**src/rtl/switch_debouncer_pkg.sv**
```systemverilog
// Shared sizing helpers for the switch debouncer slice.
package switch_debouncer_pkg;

  localparam int EVENT_COUNT_W = 8;

  function automatic int count_max(input int clk_hz, input int debounce_ms);
    return clk_hz / 1000 * debounce_ms;
  endfunction

  // A counter needs at least one bit even when COUNT_MAX is tiny.
  function automatic int cnt_width(input int cmax);
    int w;
    w = $clog2(cmax);
    return (w < 1) ? 1 : w;
  endfunction

endpackage

```
**src/rtl/switch_debouncer_channel.sv**
```systemverilog
// One switch bit: two-flop synchroniser, saturating stability counter,
// stable level register and one-cycle rise/fall strobes.
module debounce_channel
  import switch_debouncer_pkg::*;
#(
  parameter int COUNT_MAX = 4,
  parameter int CNT_W     = cnt_width(COUNT_MAX)
) (
  input  logic clk,
  input  logic rst,
  input  logic raw,
  output logic stable,
  output logic rise,
  output logic fall
);

  localparam logic [CNT_W-1:0] CNT_LAST = CNT_W'(COUNT_MAX - 1);

  logic             s1_reg;
  logic             s2_reg;
  logic             stable_reg;
  logic             rise_reg;
  logic             fall_reg;
  logic [CNT_W-1:0] cnt_reg;

  always_ff @(posedge clk or posedge rst) begin
    if (rst) begin
      s1_reg     <= 1'b0;
      s2_reg     <= 1'b0;
      stable_reg <= 1'b0;
      rise_reg   <= 1'b0;
      fall_reg   <= 1'b0;
      cnt_reg    <= '0;
    end else begin
      s1_reg   <= raw;
      s2_reg   <= s1_reg;
      rise_reg <= 1'b0;
      fall_reg <= 1'b0;
      // Any agreement restarts qualification; only COUNT_MAX straight
      // disagreeing samples move the stable level.
      if (s2_reg == stable_reg) begin
        cnt_reg <= '0;
      end else if (cnt_reg == CNT_LAST) begin
        stable_reg <= s2_reg;
        cnt_reg    <= '0;
        rise_reg   <= s2_reg;
        fall_reg   <= ~s2_reg;
      end else begin
        cnt_reg <= cnt_reg + 1'b1;
      end
    end
  end

  assign stable = stable_reg;
  assign rise   = rise_reg;
  assign fall   = fall_reg;

endmodule

```
**src/rtl/switch_debouncer.sv**
```systemverilog
// Debounces WIDTH raw slide switches for the display stage.
// Define SWITCH_DEBOUNCER_EVENT_COUNT_EN to add the EVENT_COUNT output.
module switch_debouncer
  import switch_debouncer_pkg::*;
#(
  parameter int WIDTH       = 6,
  parameter int CLK_HZ      = 50000000,
  parameter int DEBOUNCE_MS = 10
) (
  input  logic             CLOCK_50,
  input  logic             RESET,
  input  logic [0:WIDTH-1] SW_RAW,
  output logic [0:WIDTH-1] SW,
  output logic [0:WIDTH-1] SW_RISE,
  output logic [0:WIDTH-1] SW_FALL
`ifdef SWITCH_DEBOUNCER_EVENT_COUNT_EN
  ,
  output logic [EVENT_COUNT_W-1:0] EVENT_COUNT
`endif
);

  localparam int COUNT_MAX = count_max(CLK_HZ, DEBOUNCE_MS);
  localparam int CNT_W     = cnt_width(COUNT_MAX);

  if (COUNT_MAX < 2) begin : g_bad_count_max
    $error("switch_debouncer: COUNT_MAX must be at least 2");
  end

  for (genvar gi = 0; gi < WIDTH; gi++) begin : g_ch
    debounce_channel #(
      .COUNT_MAX(COUNT_MAX),
      .CNT_W    (CNT_W)
    ) u_ch (
      .clk   (CLOCK_50),
      .rst   (RESET),
      .raw   (SW_RAW[gi]),
      .stable(SW[gi]),
      .rise  (SW_RISE[gi]),
      .fall  (SW_FALL[gi])
    );
  end

`ifdef SWITCH_DEBOUNCER_EVENT_COUNT_EN
  logic [EVENT_COUNT_W-1:0] event_count_reg;
  logic [EVENT_COUNT_W-1:0] event_count_next;

  // Accumulator wraps modulo 2**EVENT_COUNT_W by construction.
  always_comb begin
    event_count_next = event_count_reg;
    for (int i = 0; i < WIDTH; i++) begin
      event_count_next = event_count_next + EVENT_COUNT_W'(SW_RISE[i] | SW_FALL[i]);
    end
  end

  always_ff @(posedge CLOCK_50 or posedge RESET) begin
    if (RESET) event_count_reg <= '0;
    else       event_count_reg <= event_count_next;
  end

  assign EVENT_COUNT = event_count_reg;
`endif

endmodule

```
**config.mk**
```make
export PLATFORM = sky130hd
export DESIGN_NAME = switch_debouncer
export DESIGN_NICKNAME = d
export VERILOG_FILES = /design/src/rtl/switch_debouncer_pkg.sv /design/src/rtl/switch_debouncer_channel.sv /design/src/rtl/switch_debouncer.sv
export SDC_FILE = /design/constraint.sdc
export NUM_CORES = 1
export LEC_CHECK = 0
export CAP_MARGIN = 30
export CORE_MARGIN = 2
export CORE_UTILIZATION = 30
export CTS_CLUSTER_DIAMETER = 120
export DETAILED_ROUTE_END_ITERATION = 8
export GPL_TIMING_DRIVEN = 0
export PLACE_DENSITY = 0.47
export SYNTH_ARGS = -nofsm -noshare
export SYNTH_HDL_FRONTEND = slang
export SYNTH_SLANG_ARGS = --single-unit
```
**constraint.sdc**
```tcl
create_clock -name CLOCK_50 -period 10.96 [get_ports CLOCK_50]
set_input_delay 1.644 -clock CLOCK_50 [delete_from_list [all_inputs] [get_ports CLOCK_50]]
set_output_delay 1.644 -clock CLOCK_50 [all_outputs]
set_load 0.1 [all_outputs]
```
# Yosys cells after proc, flatten, opt, wreduce, memory -nomap -nowiden
# Cells that the tools add are included.
# totals
ff_bits,144
input_bits,8
output_inout_bits,18
# op_classes
add_sub_neg,6
eq_ne,12
n_mux,36
n_bitwise,12
reduce_logical,6
# ops
cell,n
two-way mux 19 bit,12
"adder 19 x 1 -> 19 bit, second input constant",6
"== test 19 bit, second input constant",6
two-way mux 1 bit,24
inverter 1 bit,12
AND reduction 2 bit,6
== test 1 bit,6

# Depth between registers and ports, before layout
# Gate-level depths: netlist of the first run.
# depth
word_depth,3
ltp_mapped,7

# Modules after synthesis
# Synthesis of the first run repeated with hierarchy kept, for this count alone.
# unflattened
cells_unflattened,660
area_unflattened_um2,7154.4
# by_module_without_submodules
mod,instances,cells_per_inst,area_each_um2,seq_area_each_um2
debounce_channel,6,110,1192.4,600.6

# Least setup slack after synthesis of the first run
# OpenSTA, ideal clock, no wires.
# synth_timing
path_kind,reg-to-output
from,register g_ch[5].u_ch.stable_reg
to,output port SW[5] in the netlist's numbering
arrival_ns,0.712
setup_slack_ns,8.604
stages_incl_launch_ff,2
n_path_buf,1
path_cell_list,dfrtp_1 buf_4
# synth_lines
element,line_no,rtl
start: declaration,switch_debouncer_channel.sv:21,logic stable_reg;
start signal: assignment,switch_debouncer_channel.sv:44,stable_reg <= s2_reg;
end: declaration,switch_debouncer.sv:13,"output logic [0:WIDTH-1] SW,"
# No word-level cell between the ends.

# Final worst setup path of the first run
# layout_timing
from,register g_ch[5].u_ch.stable_reg
to,output port SW[5] in the netlist's numbering
# No word-level cell between the ends.

==> qor.yml, run 1 <==
status: "finished, final reports clean"
cts_root_buf: "clkbuf_16"
rr_endpoint: "g_ch[4].u_ch.cnt_reg[11]"
grt_max_degree: 94
grt_first_pass_wirelength_um: 23740
start_util_pct: 30.36
gp_congestion: 0.7890
p_int_mw: 0.9435
die_h_um: 154.9
via_per_inst: 4.936
std_cell_rows: 55
seq_area_frac_synth_pct: 52.75
synth_nets: 686
die_area_um2: 24000
grt_pass1_vias: 5034
largest_reg_flops: 114
hold_violations: 0
grt_antenna_before_repair: 0
fin_total_pwr_mw: 1.203
synth_flop_cell: "dfrtp_1"
cts_tree: "built"
postCtsHoldBufs: 0
syn_to_final_growth_pct: 18.70
finalNonFillerCells: 1015
post_cts_resized: 0
p_sw_mw: 0.2591
ant_nets: 0
critPathRequiredTime_ns: 9.32
io_buffers: 25
drive_above_1_share_pct: 10.41
switching_share_pct: 21.54
crit-reg2reg-launch: "g_ch[4].u_ch.cnt_reg[0]"
cts_max_level: 4
r2r_cells: 6
fin_nets: 731
setup_violations: 0
fin_skew_ns: 0.01584
drc: 0
cts_num_sinks: 144
yosysTopAreaCellShare_pct: 52.75
crit_type: "register to output pin"
synth-edff-count: 0
cts_buffer_depth: 2
ys_top_cells_by_count: "144 x dfrtp_1, 85 x nor2_1, 52 x xnor2_1"
fin_ws_ns: 7.203
holdPathEnd: "g_ch[0].u_ch.s2_reg"
cts_buffers: 17
arrival_ns: 2.11
track_usage_pct: 11.91
wl_per_cell_um: 13.24
drt_iter0_markers: 263
p_comb_share_pct: 2.8
finalSetupTns_ns: 0
async_flop_share_pct: 100.0
vias: 5010
synth-seq-cells: 144
endpoint_kind: "output pin"
drv_cap: 0
grt_overflow: 0
cts.clk_slew.worst_paths_ns: 0.06
dr.pass1.iters: 5
die-width_um: 154.9
cp-start-kind: "register"
io-pin-count: 26
diodes: 0
min-delay-path-class: "register to register"
netlist_area_um2: 6832
avgSynthCellArea_um2: 10.17
utilization_pct: 36.04
post_cts_buffers: 0
dp.cells: 983
max_freq_ghz: 0.2661
synth_most_common_cell: "dfrtp_1"
p_leak_nw: 3.209
clock_latency_ns: 0.42
place_worst_setup_slack_ns: 7.630
worst_pin_slew_ns: 0.9761
power_frac_seq_pct: 45.5
period_share_pct: 34.28
syn_inst: 672
drt_wl_total_um: 13440
synthDistinctLibCells: 40
relSlewSlack_pct: 34.72
drv_slew: 0
dp_hpwl_um: 9052
power_density_nw_per_um2: 148.3
synthTopCellsByArea: "dfrtp_1 53%, xnor2_1 6.7%, nor2_1 4.7%"
crit_fanout: 6
peakVddDrop_mv: 0.08395
coreArea_um2: 22500
p_clk_share_pct: 51.8
min_period_ns: 3.757
whs_path_depth: 0
reg2reg_slack_ns: 8.67
synth_warnings: 0
hold_start: "g_ch[0].u_ch.s1_reg"
synth_top_cell_by_area: "dfrtp_1"
rsz0062_at_grt: "false"
cells by family (layout without fill, tap and decap cells):
| logic type | count (synthesis) | after routing | synth area share [%] |
|---|---|---|---|
| AO/OA/AOI/OAI | 66 | 66 | 5.733 |
| adder cells (fa/ha/maj) | 6 | 6 | 1.099 |
| AND/OR/NAND/NOR | 321 | 321 | 25.51 |
| buffers and inverters | 50 | 108 | 3.791 |
| multiplexers | 6 | 6 | 0.9889 |
| flip-flops | 144 | 144 | 52.75 |
| XOR/XNOR | 79 | 79 | 10.13 |
power groups by stage:
stage,clock network (mW),logic [mW],registers [mW]
6_report,0.622,0.0334,0.547
5_1_grt,0.666,0.0388,0.548
2_1_floorplan,0,0.0226,0.555
3_5_place_dp,0,0.0351,0.556
3_3_place_gp,0,0.0326,0.556
4_1_cts,0.640,0.0353,0.547
worst max-delay path by stage:
stage	slack, ns	from	endpoint	depth (start not counted)
3_3_place_gp	3.34	RESET	g_ch[1].u_ch.fall	2
4_1_cts	7.16	g_ch[5].u_ch.stable	SW[5]	2
2_1_floorplan	5.45	RESET	g_ch[0].u_ch.cnt_reg[0]	1
3_5_place_dp	7.63	g_ch[5].u_ch.stable	SW[5]	2
6_report	7.20	g_ch[5].u_ch.stable	SW[5]	2
5_1_grt	7.13	g_ch[5].u_ch.stable	SW[5]	2
stage by stage:
step                      cell area [µm²]  hold WS (ns)
after floorplan                      6832        0.3312
after global placement               7438        0.3351
after detailed placement             7471        0.3370
after CTS                            8109        0.3511
after global routing                 8109        0.3538
final                                8109        0.3475
cell type report:
type | count | area [µm²]
fill | 2219 | 14390
sequential | 144 | 3603
multi-input combinational | 478 | 2969
clock buffer | 19 | 452.9
tap | 285 | 356.6
timing repair buffer | 26 | 277.8
buffer | 33 | 195.2
clock inverter | 13 | 185.2
inverter | 17 | 68.82
metal layers:
layer,GRT usage [%],share of wire (%),up-vias
li1,-,-,2454
met3,2.953,2.2,13
met4,3.880,1.4,0
met1,15.97,49,2491
met2,18.98,47,52
met5,0,0,-
cell usage in the layout, fill, tap and decap left out, types with 17 or more instances in the layout:
master and n:
clkbuf_16 17, buf_4 18, or3_1 18, nand2_1 32, a21oi_1 30, dfrtp_1 144
nand3_1 41, and3_1 19, clkdlybuf4s50_1 25, nor2_1 85, xor2_1 27, xnor2_1 52
nand4_1 31, nor4_1 19, or4_1 17
worst max-delay path: stages, from the launching register on:
cell	delay, ns
dfrtp_1	0.44
buf_4	0.14
clkdlybuf4s50_1	1.12
Note: power is estimated with default switching activity, not from simulation.
==> inputs of run 2 (changes only) <==
--- a/config.mk
+++ b/config.mk
@@ -11,7 +11,7 @@
 export CTS_CLUSTER_DIAMETER = 120
 export DETAILED_ROUTE_END_ITERATION = 8
 export GPL_TIMING_DRIVEN = 0
-export PLACE_DENSITY = 0.47
+export PLACE_DENSITY = 0.49
 export SYNTH_ARGS = -nofsm -noshare
 export SYNTH_HDL_FRONTEND = slang
 export SYNTH_SLANG_ARGS = --single-unit
==> constraint.sdc (replaced) <==
create_clock -name CLOCK_50 -period 3.1 [get_ports CLOCK_50]
set_input_delay 0.465 -clock CLOCK_50 [delete_from_list [all_inputs] [get_ports CLOCK_50]]
set_output_delay 0.465 -clock CLOCK_50 [all_outputs]
set_load 0.1 [all_outputs]
==> qor.yml, run 2 (synthesized netlist as in run 1, its figures left out) <==
path_buf_inv: 2  # unchanged
clock_latency_ns: 0.41  # was 0.42 ns
drt_iter0_markers: 266  # was 263
cp_top_family: "buffers and inverters"  # unchanged
setup_violations: 0  # unchanged
cts_max_level: 4  # unchanged
die_h_um: 154.9  # unchanged
gp_congestion: 0.7771  # was 0.7890
min_period_ns: 2.576
cts_tree: "built"  # unchanged
post_cts_resized: 0  # unchanged
cp-start-kind: "register"  # unchanged
nFillCells: 2230  # was 2219
hold_violations: 0  # unchanged
arrival_ns: 2.11  # about the same
fin_nets: 734  # was 731
track_usage_pct: 12.00  # was 11.91%
io-pin-count: 26  # unchanged
die-width_um: 154.9  # unchanged
drt_wl_total_um: 13320  # was 13440 µm
final_cell_mix: "144 x dfrtp_1, 85 x nor2_1, 52 x xnor2_1"  # unchanged
max_stage_delay_ns: 1.14  # was 1.12 ns
critPathLaunch: "g_ch[2].u_ch.stable"  # was g_ch[5].u_ch.stable
cts_num_sinks: 144  # unchanged
grt_pass1_vias: 4997  # was 5034
drv_cap: 0  # unchanged
postCtsHoldBufs: 0  # unchanged
grt_max_degree: 43  # was 94
min-delay-path-class: "register to register"  # unchanged
finalNonFillerCells: 1018  # was 1015
io_buffers: 25  # unchanged
max_freq_ghz: 0.3882
coreArea_um2: 22500  # unchanged
hold_start: "g_ch[0].u_ch.s1_reg"  # unchanged
dp_hpwl_um: 9269  # was 9052 µm
crit_type: "register to output pin"  # unchanged
fin_total_pwr_mw: 4.045  # was 1.203 mW
dr.pass1.iters: 6  # was 5
relSlewSlack_pct: 33.54  # was 34.72%
grt_first_pass_wirelength_um: 23670  # was 23740 µm
start_util_pct: 30.36  # unchanged
vias: 4997  # was 5010
via_per_inst: 4.909  # was 4.936
fin_ws_ns: 0.5241  # was 7.203 ns
grt_overflow: 0  # unchanged
placed_area_um2: 7522  # was 7471 µm²
p_leak_nw: 3.196  # was 3.209 nW
peakVddDrop_mv: 0.3016  # was 0.08395 mV
crit_fanout: 5  # was 6
cts_root_buf: "clkbuf_16"  # unchanged
ant_nets: 0  # unchanged
cp_slowest_cell: "clkdlybuf4s50_1"  # unchanged
largest_reg_flops: 114  # unchanged
cts.clk_slew.worst_paths_ns: 0.06  # about the same
wl_per_cell_um: 13.08  # was 13.24 µm
dp.cells: 986  # was 983
cts_buffers: 17  # unchanged
endpoint_kind: "output pin"  # unchanged
power_density_nw_per_um2: 499.5  # was 148.3 nW/µm²
fin_skew_ns: 0.007458  # was 0.01584 ns
post_cts_buffers: 0  # unchanged
rsz0062_at_grt: "false"  # unchanged
grt_antenna_before_repair: 0  # unchanged
status: "finished, final reports clean"  # unchanged
crit_chain: "buf_4 -> clkdlybuf4s50_1"  # unchanged
finalSetupTns_ns: 0  # unchanged
layout_commonest_cell: "dfrtp_1"  # unchanged
drv_slew: 0  # unchanged
drc: 0  # unchanged
diodes: 0  # unchanged
drive_above_1_share_pct: 10.37  # was 10.41%
die_area_um2: 24000  # unchanged
place_worst_setup_slack_ns: 0.7880  # was 7.630 ns
syn_to_final_growth_pct: 18.53  # was 18.70%
period_share_pct: 83.09
std_cell_rows: 55  # unchanged
worst_pin_slew_ns: 0.9938  # was 0.9761 ns
crit-reg2reg-launch: "g_ch[4].u_ch.cnt_reg[0]"  # unchanged
cts_buffer_depth: 2  # unchanged
final_cell_area_um2: 8098  # was 8109 µm²
critPathRequiredTime_ns: 2.63  # was 9.32 ns
## run 2: metal layers
metal	GRT usage, %	vias up	routed length [µm]
li1	-	2477	-
met1	15.53	2457	6402
met2	19.66	55	6418
met3	3.036	8	359
met4	4.056	0	137
met5	0	-	0
## run 2: worst paths after layout
path | slack, ns | to | cells after the start
hold reg to reg | 0.35 | g_ch[0].u_ch.s2_reg | 0
min in group asynchronous | 0.37 | g_ch[2].u_ch.cnt_reg[15] | 2
max in group asynchronous | 1.81 | g_ch[3].u_ch.s1_reg | 5
hold / removal | 0.35 | g_ch[0].u_ch.s2_reg | 0
setup reg to reg | 0.84 | g_ch[4].u_ch.cnt_reg[5] | 6
setup / recovery | 0.52 | SW[2] | 2
## run 2: cell type report
| cell class | count | area (µm²) | share of cell area (%) |
|---|---|---|---|
| inverters | 17 | 67.56 | 0.8344 |
| clock inverters | 10 | 111.4 | 1.375 |
| multi-input cells | 478 | 2969 | 36.67 |
| flip-flops and latches | 144 | 3603 | 44.50 |
| repair buffers | 29 | 330.3 | 4.079 |
| plain buffers | 33 | 195.2 | 2.410 |
| clock buffers | 22 | 464.2 | 5.732 |
| well taps | 285 | 356.6 | 4.404 |
## run 2: stage by stage
step | hold WS (ns) | util, %
after detailed placement | 0.3378 | 33.43
after global routing | 0.3533 | 35.99
final | 0.3480 | 35.99
after floorplan | 0.3312 | -
after global placement | 0.3341 | 33.07
after CTS | 0.3490 | 35.99
## run 2: power breakdown
group | switching [mW] | internal, mW
logic | 0.0816 | 0.0433
clock network | 0.764 | 1.22
registers | 0.0266 | 1.91
total | 0.872 | 3.17
==> inputs of run 3 (changes only) <==
--- a/config.mk
+++ b/config.mk
@@ -11,7 +11,7 @@
 export CTS_CLUSTER_DIAMETER = 120
 export DETAILED_ROUTE_END_ITERATION = 8
 export GPL_TIMING_DRIVEN = 0
-export PLACE_DENSITY = 0.49
+export PLACE_DENSITY = 0.47
 export SYNTH_ARGS = -nofsm -noshare
 export SYNTH_HDL_FRONTEND = slang
 export SYNTH_SLANG_ARGS = --single-unit
==> constraint.sdc (replaced) <==
create_clock -name CLOCK_50 -period 2.5 [get_ports CLOCK_50]
set_input_delay 0.375 -clock CLOCK_50 [delete_from_list [all_inputs] [get_ports CLOCK_50]]
set_output_delay 0.375 -clock CLOCK_50 [all_outputs]
set_load 0.1 [all_outputs]
==> qor.yml, run 3 (synthesized netlist as in run 1, its figures left out) <==
status: "finished, final reports clean"  # unchanged
fin_ws_ns: 0.1334  # was 0.5241 ns
gp_congestion: 0.7927  # was 0.7771
crit-reg2reg-launch: "g_ch[4].u_ch.cnt_reg[0]"  # unchanged
grt_antenna_before_repair: 0  # unchanged
vias: 4994  # was 4997
die-width_um: 154.9  # unchanged
dp_hpwl_um: 9104  # was 9269 µm
period_share_pct: 94.66
r2r_cells: 6  # unchanged
rr_endpoint: "g_ch[4].u_ch.cnt_reg[10]"  # was g_ch[4].u_ch.cnt_reg[5]
min-delay-path-class: "input pin to asynchronous set/reset pin"  # was register to register
multiInputGateArea_um2: 2969  # unchanged
peakVddDrop_mv: 0.4339  # was 0.3016 mV
grt_pass1_vias: 5012  # was 4997
regArea_um2: 3603  # unchanged
min_period_ns: 2.367
relSlewSlack_pct: 34.91  # was 33.54%
p_leak_nw: 3.320  # was 3.196 nW
post_cts_buffers: 0  # unchanged
power_density_nw_per_um2: 648.2  # was 499.5 nW/µm²
hold_violations: 0  # unchanged
postCtsHoldBufs: 0  # unchanged
via_per_inst: 4.906  # was 4.909
cts_buffers: 17  # unchanged
final_cell_mix: "144 x dfrtp_1, 85 x nor2_1, 52 x xnor2_1"  # unchanged
finalSetupTns_ns: 0  # unchanged
rsz0062_at_grt: "false"  # unchanged
fin_skew_ns: 0.007791  # was 0.007458 ns
ant_nets: 0  # unchanged
setup_violations: 0  # unchanged
crit_type: "register to output pin"  # unchanged
diodes: 0  # unchanged
drv_slew: 0  # unchanged
largest_reg_flops: 114  # unchanged
drc: 0  # unchanged
fin_total_pwr_mw: 5.302  # was 4.045 mW
reg2reg_slack_ns: 0.23  # was 0.84 ns
max_freq_ghz: 0.4226
arrival_ns: 1.99  # was 2.11 ns
grt_max_degree: 39  # was 43
dr.pass1.iters: 5  # was 6
holdWs_ns: 0.3181  # was 0.3480 ns
cts_num_sinks: 144  # unchanged
io_buffers: 25  # unchanged
critPathRequiredTime_ns: 2.12  # was 2.63 ns
cts_buffer_depth: 2  # unchanged
endpoint_kind: "output pin"  # unchanged
die_area_um2: 24000  # unchanged
clock_latency_ns: 0.42  # was 0.41 ns
die_h_um: 154.9  # unchanged
grt_overflow: 0  # unchanged
track_usage_pct: 12.02  # was 12.00%
worst_pin_slew_ns: 0.9734  # was 0.9938 ns
cts_max_level: 4  # unchanged
cts.clk_slew.worst_paths_ns: 0.06  # about the same
grt_first_pass_wirelength_um: 23780  # was 23670 µm
wl_per_cell_um: 13.02  # was 13.08 µm
std_cell_rows: 55  # unchanged
cp-start-kind: "register"  # unchanged
coreArea_um2: 22500  # unchanged
drive_above_1_share_pct: 10.78  # was 10.37%
syn_to_final_growth_pct: 19.74  # was 18.53%
drt_wl_total_um: 13260  # was 13320 µm
cts_tree: "built"  # unchanged
cts_root_buf: "clkbuf_16"  # unchanged
fin_nets: 734  # unchanged
drv_cap: 0  # unchanged
place_worst_setup_slack_ns: 0.2280  # was 0.7880 ns
io-pin-count: 26  # unchanged
layout_commonest_cell: "dfrtp_1"  # unchanged
crit_fanout: 1  # was 5
start_util_pct: 30.36  # unchanged
nFillCells: 2170  # was 2230
drt_iter0_markers: 192  # was 266
[run 3: cell type report]
cell class              count  area share (%)
plain buffers              33           2.386
flip-flops and latches    144           44.05
inverters                  17          0.8259
multi-input cells         478           36.30
repair buffers             29           4.176
clock inverters            12           2.203
well taps                 285           4.359
clock buffers              20           5.705
[run 3: critical path: stages, from the launching register on]
cell	delay [ns]
dfrtp_1	0.35
buf_4	0.11
clkdlybuf4s50_1	1.11
[run 3: worst max path at each step]
stage                                 start                        to  slack [ns]  cells past startpoint
finish                    g_ch[2].u_ch.fall                SW_FALL[2]        0.13                      2
global route        g_ch[0].u_ch.cnt_reg[8]  g_ch[0].u_ch.cnt_reg[10]        0.06                      5
CTS                     g_ch[1].u_ch.stable                     SW[1]       0.003                      2
detailed placement  g_ch[4].u_ch.cnt_reg[0]  g_ch[4].u_ch.cnt_reg[10]        0.23                      6
global placement                      RESET         g_ch[5].u_ch.rise       -1.07                      2
floorplan                             RESET   g_ch[0].u_ch.cnt_reg[0]        0.32                      1
[run 3: report_power, final]
part	total, mW	switching (mW)	internal [mW]
sequential	2.40	0.0326	2.36
combinational	0.155	0.101	0.0533
clock	2.75	0.997	1.75
[run 3: repair_timing]
action,CTS,global route
pin swaps,0,0
setup endpoints to repair,1,5
gates resized for setup,1,5
[run 3: metal layers]
| layer | track usage (%) | share of wire, % |
|---|---|---|
| met2 | 19.03 | 46 |
| met4 | 3.792 | 1.0 |
| met3 | 3.231 | 2.9 |
| met1 | 16.10 | 50 |
| met5 | 0 | 0 |
[run 3: metrics by stage]
| step | utilization [%] | cells | instance area, µm² |
|---|---|---|---|
| 6_report | 36.35 | 1018 | 8180 |
| 5_1_grt | 36.35 | 1018 | 8180 |
| 4_1_cts | 36.30 | 1018 | 8168 |
| 3_5_place_dp | 33.43 | 986 | 7522 |
| 3_3_place_gp | 33.07 | 982 | 7442 |
| 2_1_floorplan | - | 672 | 6835 |
